**src/rtl/rtc_pkg.sv**
```systemverilog
// rtc_pkg: shared definitions for the RTC bus master and the sequencer above it.
//   - FSM state codes (4-bit, sequential so the phase states advance by +1)
//   - default bus width and phase length
//   - RTC register addresses (seconds..year, control)
package rtc_pkg;

   localparam int RTC_DW      = 8;
   localparam int T_PHASE_DEF = 2;

   localparam logic [3:0] S_IDLE     = 4'd0;
   localparam logic [3:0] S_A_SETUP  = 4'd1;
   localparam logic [3:0] S_A_STROBE = 4'd2;
   localparam logic [3:0] S_A_HOLD   = 4'd3;
   localparam logic [3:0] S_TURN     = 4'd4;
   localparam logic [3:0] S_D_SETUP  = 4'd5;
   localparam logic [3:0] S_D_STROBE = 4'd6;
   localparam logic [3:0] S_D_HOLD   = 4'd7;
   localparam logic [3:0] S_DONE     = 4'd8;

   localparam logic [7:0] REG_SEC   = 8'h00;
   localparam logic [7:0] REG_MIN   = 8'h02;
   localparam logic [7:0] REG_HOUR  = 8'h04;
   localparam logic [7:0] REG_DOW   = 8'h06;
   localparam logic [7:0] REG_DATE  = 8'h07;
   localparam logic [7:0] REG_MONTH = 8'h08;
   localparam logic [7:0] REG_YEAR  = 8'h09;
   localparam logic [7:0] REG_CTRL  = 8'h0B;

endpackage

```
**src/rtl/phase_timer.sv**
```systemverilog
// phase_timer: 8-bit down-counter that measures one bus phase.
//   clk   in  system clock
//   rst   in  synchronous reset, active-high
//   load  in  reload the counter with LOAD (T_PHASE-1)
//   last  out high while the counter is at zero (final cycle of the phase)
module phase_timer #(
   parameter logic [7:0] LOAD = 8'd1
) (
   input  logic clk,
   input  logic rst,
   input  logic load,
   output logic last
);

   logic [7:0] cnt;

   always_ff @(posedge clk) begin
      if (rst || load)
         cnt <= LOAD;
      else if (cnt != 8'd0)
         cnt <= cnt - 8'd1;
   end

   assign last = (cnt == 8'd0);

endmodule

```
**src/rtl/rtc_bus_ctrl.sv**
```systemverilog
// rtc_bus_ctrl: bus master for the RTC multiplexed address/data port.
// One read or write per start: address phase, turnaround, data phase, done.
//   clk, rst            clock, synchronous active-high reset
//   start, wr           request and direction (1 = write), sampled in IDLE
//   addr, wdata         register address / write byte, latched with start
//   ad_in               AD bus from the pads
//   ad_out, ad_oe       AD bus drive value and enable (tristate built above)
//   cs_n, rd_n, wr_n    chip select and strobes, active low
//   ad_n                0 = address cycle, 1 = data cycle
//   rdata               last read byte, stable between dones
//   busy, done          not-IDLE flag, one-cycle completion pulse
module rtc_bus_ctrl
   import rtc_pkg::*;
#(
   parameter int T_PHASE = T_PHASE_DEF,
   parameter int DW      = RTC_DW
) (
   input  logic          clk,
   input  logic          rst,
   input  logic          start,
   input  logic          wr,
   input  logic [DW-1:0] addr,
   input  logic [DW-1:0] wdata,
   input  logic [DW-1:0] ad_in,
   output logic [DW-1:0] ad_out,
   output logic          ad_oe,
   output logic          cs_n,
   output logic          rd_n,
   output logic          wr_n,
   output logic          ad_n,
   output logic [DW-1:0] rdata,
   output logic          busy,
   output logic          done
);

   logic [3:0]    state, state_nx;
   logic          last, load;
   logic          wr_q;
   logic [DW-1:0] addr_q, wdata_q;

   // On the accepting edge the latches are not yet loaded, so the first
   // registered address cycle must see the live inputs.
   logic          wr_eff;
   logic [DW-1:0] addr_eff, wdata_eff;
   assign wr_eff    = (state == S_IDLE) ? wr    : wr_q;
   assign addr_eff  = (state == S_IDLE) ? addr  : addr_q;
   assign wdata_eff = (state == S_IDLE) ? wdata : wdata_q;

   // Counter restarts on every state change and is parked while idle.
   assign load = (state_nx != state) || (state == S_IDLE);

   phase_timer #(.LOAD(8'(T_PHASE - 1))) u_timer (
      .clk  (clk),
      .rst  (rst),
      .load (load),
      .last (last)
   );

   always_ff @(posedge clk) begin
      if (rst) state <= S_IDLE;
      else     state <= state_nx;
   end

   always_comb begin
      state_nx = state;
      case (state)
         S_IDLE:     if (start) state_nx = S_A_SETUP;
         S_A_SETUP, S_A_STROBE, S_A_HOLD, S_TURN,
         S_D_SETUP, S_D_STROBE, S_D_HOLD:
                     if (last) state_nx = state + 4'd1;
         default:    state_nx = S_IDLE;
      endcase
   end

   // Outputs are decoded from the next state and registered below, so the
   // pins line up with the state they belong to.
   logic          cs_nx, rd_nx, wr_nx, adn_nx, oe_nx;
   logic [DW-1:0] out_nx;

   always_comb begin
      cs_nx  = 1'b1;
      rd_nx  = 1'b1;
      wr_nx  = 1'b1;
      adn_nx = 1'b1;
      oe_nx  = 1'b0;
      out_nx = '0;
      case (state_nx)
         S_A_SETUP, S_A_STROBE, S_A_HOLD: begin
            cs_nx  = 1'b0;
            adn_nx = 1'b0;
            oe_nx  = 1'b1;
            out_nx = addr_eff;
            wr_nx  = (state_nx != S_A_STROBE);
         end
         S_D_SETUP, S_D_STROBE, S_D_HOLD: begin
            cs_nx = 1'b0;
            if (wr_eff) begin
               oe_nx  = 1'b1;
               out_nx = wdata_eff;
               wr_nx  = (state_nx != S_D_STROBE);
            end else begin
               rd_nx  = (state_nx != S_D_STROBE);
            end
         end
         default: ;
      endcase
   end

   always_ff @(posedge clk) begin
      if (rst) begin
         cs_n    <= 1'b1;
         rd_n    <= 1'b1;
         wr_n    <= 1'b1;
         ad_n    <= 1'b1;
         ad_oe   <= 1'b0;
         ad_out  <= '0;
         rdata   <= '0;
         busy    <= 1'b0;
         done    <= 1'b0;
         wr_q    <= 1'b0;
         addr_q  <= '0;
         wdata_q <= '0;
      end else begin
         cs_n   <= cs_nx;
         rd_n   <= rd_nx;
         wr_n   <= wr_nx;
         ad_n   <= adn_nx;
         ad_oe  <= oe_nx;
         ad_out <= out_nx;
         busy   <= (state_nx != S_IDLE);
         done   <= (state_nx == S_DONE);
         if (state == S_IDLE && start) begin
            wr_q    <= wr;
            addr_q  <= addr;
            wdata_q <= wdata;
         end
         // Sample the pads at the end of the read strobe.
         if (state == S_D_STROBE && last && !wr_q)
            rdata <= ad_in;
      end
   end

endmodule

```
**config.mk**
```make
export PLATFORM = sky130hd
export DESIGN_NAME = rtc_bus_ctrl
export DESIGN_NICKNAME = d
export VERILOG_FILES = /design/src/rtl/rtc_pkg.sv /design/src/rtl/phase_timer.sv /design/src/rtl/rtc_bus_ctrl.sv
export SDC_FILE = /design/constraint.sdc
export NUM_CORES = 1
export LEC_CHECK = 0
export ABC_CLOCK_PERIOD_IN_PS = 3400
export BUFFER_PORTS_ARGS = -buffer_cell sky130_fd_sc_hd__buf_2
export CORE_ASPECT_RATIO = 0.5
export CORE_MARGIN = 2
export CORE_UTILIZATION = 35
export CTS_BUF_LIST = sky130_fd_sc_hd__clkbuf_4 sky130_fd_sc_hd__clkbuf_8
export DETAILED_ROUTE_END_ITERATION = 8
export GPL_TIMING_DRIVEN = 1
export HOLD_SLACK_MARGIN = 0.08
export PLACE_DENSITY = 0.52
export SETUP_SLACK_MARGIN = 0.5
export SYNTH_ARGS = -nofsm -noshare
export SYNTH_HDL_FRONTEND = slang
export SYNTH_SLANG_ARGS = --single-unit
```
**constraint.sdc**
```tcl
create_clock -name clk -period 3.4 [get_ports clk]
set_clock_uncertainty 0.2 [all_clocks]
set_input_delay 0.68 -clock clk [delete_from_list [all_inputs] [get_ports clk]]
set_output_delay 0.68 -clock clk [all_outputs]
set_load 0.1 [all_outputs]
```
==> results.ini <==
[status]
outcome=finished clean

[sta]
layout_setup_ws_ns=0.7026
final-max-slew-violation-count=0
period_minus_slack_ns=2.697
setup_viol=0
fin_setup_tns_ns=0
finalHoldViolations=0
fmax_mhz=370.7
fin_crit_sh=0.7934
max_slew_margin=0.4877
grt_setup_unrepaired=false
whs_ns=0.2566
worstMarginPinSlew_ns=0.7670

[logic_synthesis]
yosysSeqAreaShare=0.4370
syn_area_sq_um=2382
synthCells=267
avgSynthCellArea_sq_um=8.922
syn_nets=300
ys_ff_latch=52
synth-edff-count=0
async_flop_share=0
ys_warn_count=0
yosysUniqueCellTypes=47
yosys_most_used_dff=dfxtp_1

[grt]
grtUsageTotal=0.1595
antenna_found_initial=0
grt_overflow=0
grtUsageMet3=0.05607
grt_start_max_net_pins=34
grt_pass1_vias=1984
grt_pass1_wl_microns=9453
use_met2=0.2556
grt.busiest_layer=met2
use_met1=0.2024

[power]
p_int_mw=0.8710
p_leak_nw=1.242
switching_power_mw=0.4324
ir_worst_vdd_uv=145.1
power_per_cell_area_nw_per_um2=465.3
power_frac_seq=0.500
clkPwrFrac=0.284
sw_frac_of_total=0.3317
combPwrFrac=0.216

[routing]
drt_iter0_markers=248
finalWirelength_microns=5753
firstDrtPassIters=4
drc=0
vias=2056
vias_per_cell=5.064
post_drt_wl_per_cell_microns=14.17
ant_nets=0

[die]
io_pins=51
die-area_sq_um=7523
die_x_microns=120.7
rows=21
core_sq_um=6621
start_util=0.3598
die_y_microns=62.34

[critical_path]
cpMaxStageDelayCell=a2111o_2
crit_fanout=9
slowest_delay_ns=0.57
r2r-end=wr_n$_SDFF_PP1_
startpoint_type=flip-flop
r2r_slack_ns=0.70
path_delay_family=simple AND/OR/NAND/NOR gates
crit_path_end_kind=flip-flop
cp.arrival_ns=2.71
crit_buf_inv=1
rr_worst_depth=7
crit_chain=inv_1 > ha_1 > nor3b_4 > mux2i_1 > a2111o_2 > and2_1 > or3_1
path_class=flip-flop to flip-flop
cp.required_ns=3.41
rr_startpoint=state[0]$_SDFF_PP0_

[clock_network]
post_cts_buffers=0
clock-root-buffer=clkbuf_8
hold_buffers=0
cts.sinks=52
cts.path.max_buffers=2
cts_made_buffers=5
ctsResizeCount=0
clk_pin_slew_worst_paths_ns=0.10
clk_latency_ns=0.32
htreeDepth=2
cts_tree=built

[final_layout]
final_core_util=0.4231
final_common_cell=dfxtp_1
n_fill_cell=687
fin_nets=346
drive_gt1_frac=0.2293
final_cell_mix=52 x dfxtp_1, 50 x buf_2, 41 x nand2_1, 26 x a21oi_1, 25 x mux2i_1
syn2layout_area_growth_pct=17.59
antenna_cells=0

[worst_hold_path]
hp-start=addr_q[1]$_SDFFE_PP0P_
hold_depth=2
whs_endpoint=addr_q[1]$_SDFFE_PP0P_
hold_path.class=flip-flop to flip-flop

[placement]
hpwl_microns=4099
preCtsSetupSlack_ns=0.5952
port_buffers=50
gp_congestion=0.9376

[flow_run]
cap_violations=0

==> layout make-up <==
cell class	count	area, sq um	area share
multi-input combinational	194	1251	0.4466
clock buffer	5	68.82	0.02456
clock inverter	3	22.52	0.008039
tap	92	115.1	0.04109
timing repair buffer	54	280.3	0.1000
sequential	52	1041	0.3716
inverter	6	22.52	0.008039
==> per-layer routing <==
layer  wire, microns  vias up
met5               0        -
met4              79        0
met3             399       10
met2            2620       56
met1            2654      957
li1                -     1033
==> sequential cells by signal (all words and copies together), names as in the netlist <==
register / count
state: 4
busy: 1
wr_n: 1
addr_q: 8
wdata_q: 8
wr_q: 1
rd_n: 1
ad_out: 8
ad_n: 1
rdata: 8
ad_oe: 1
cs_n: 1
done: 1
u_timer.cnt: 8
==> metrics by stage <==
stage	cell area, sq um	std cells	total power [mW]
2_1_floorplan	2382	267	0.8844
3_3_place_gp	2690	398	0.9423
3_5_place_dp	2690	398	0.9445
4_1_cts	2781	406	1.318
5_1_grt	2801	406	1.378
6_report	2801	406	1.303
==> synth_stat cells (all sizes together) (2+ instances only) <==
cell | n | area share
and2 | 2 | 0.0053
buf | 9 | 0.029
xnor2 | 4 | 0.015
clkbuf | 6 | 0.0095
o22a | 8 | 0.029
inv | 6 | 0.0095
o21ai | 6 | 0.013
nand2 | 41 | 0.065
mux2i | 25 | 0.11
nand3 | 5 | 0.011
or2 | 3 | 0.0079
o211ai | 2 | 0.0063
and3 | 2 | 0.0053
or4b | 2 | 0.0084
a2111oi | 3 | 0.011
nor4 | 3 | 0.0079
nor3 | 11 | 0.023
nor2b | 2 | 0.0053
xor2 | 2 | 0.0074
dfxtp | 52 | 0.44
a21oi | 26 | 0.055
or3 | 5 | 0.013
ha | 5 | 0.026
nor2 | 20 | 0.035
==> worst reg2reg max path, delay by kind of cell (launching register included) <==
kind,cells,cell delay [ns]
compound gates,1,0.57
fa+ha+maj,1,0.30
flops,1,0.49
simple gates,3,0.71
mux,1,0.16
buf+inv,1,0.16
==> how the worst max path moves through the flow <==
stage | cells past startpoint | start | endpoint | slack (ns)
6_report | 7 | state[0]$_SDFF_PP0_ | wr_n$_SDFF_PP1_ | 0.70
5_1_grt | 7 | state[0]$_SDFF_PP0_ | wr_n$_SDFF_PP1_ | 0.54
4_1_cts | 7 | state[0]$_SDFF_PP0_ | wr_n$_SDFF_PP1_ | 0.57
3_5_place_dp | 7 | state[0]$_SDFF_PP0_ | wr_n$_SDFF_PP1_ | 0.60
3_3_place_gp | 7 | state[0]$_SDFF_PP0_ | wr_n$_SDFF_PP1_ | 0.52
2_1_floorplan | 8 | state[0]$_SDFF_PP0_ | wr_n$_SDFF_PP1_ | 0.86
==> cells by family (layout without fill, tap and decap cells) <==
kind of cell | Yosys count | count (layout) | synth area share
AOI/OAI and AO/OA | 54 | 54 | 0.1465
xor gates and xnor gates | 6 | 6 | 0.02206
adders and majority gates | 5 | 5 | 0.02626
buffers and inverters | 21 | 68 | 0.04832
DFF | 52 | 52 | 0.4370
muxes | 25 | 25 | 0.1050
and+or+nand+nor | 104 | 104 | 0.2148
==> power by group through the flow <==
| stage | clock, mW | combinational [mW] | sequential [mW] |
|---|---|---|---|
| global route | 0.419 | 0.305 | 0.655 |
| finish | 0.370 | 0.282 | 0.651 |
| CTS | 0.387 | 0.280 | 0.652 |
| global placement | 0 | 0.277 | 0.665 |
| detailed placement | 0 | 0.279 | 0.666 |
| floorplan | 0 | 0.132 | 0.752 |
Note: power is estimated with default switching activity, not from simulation.
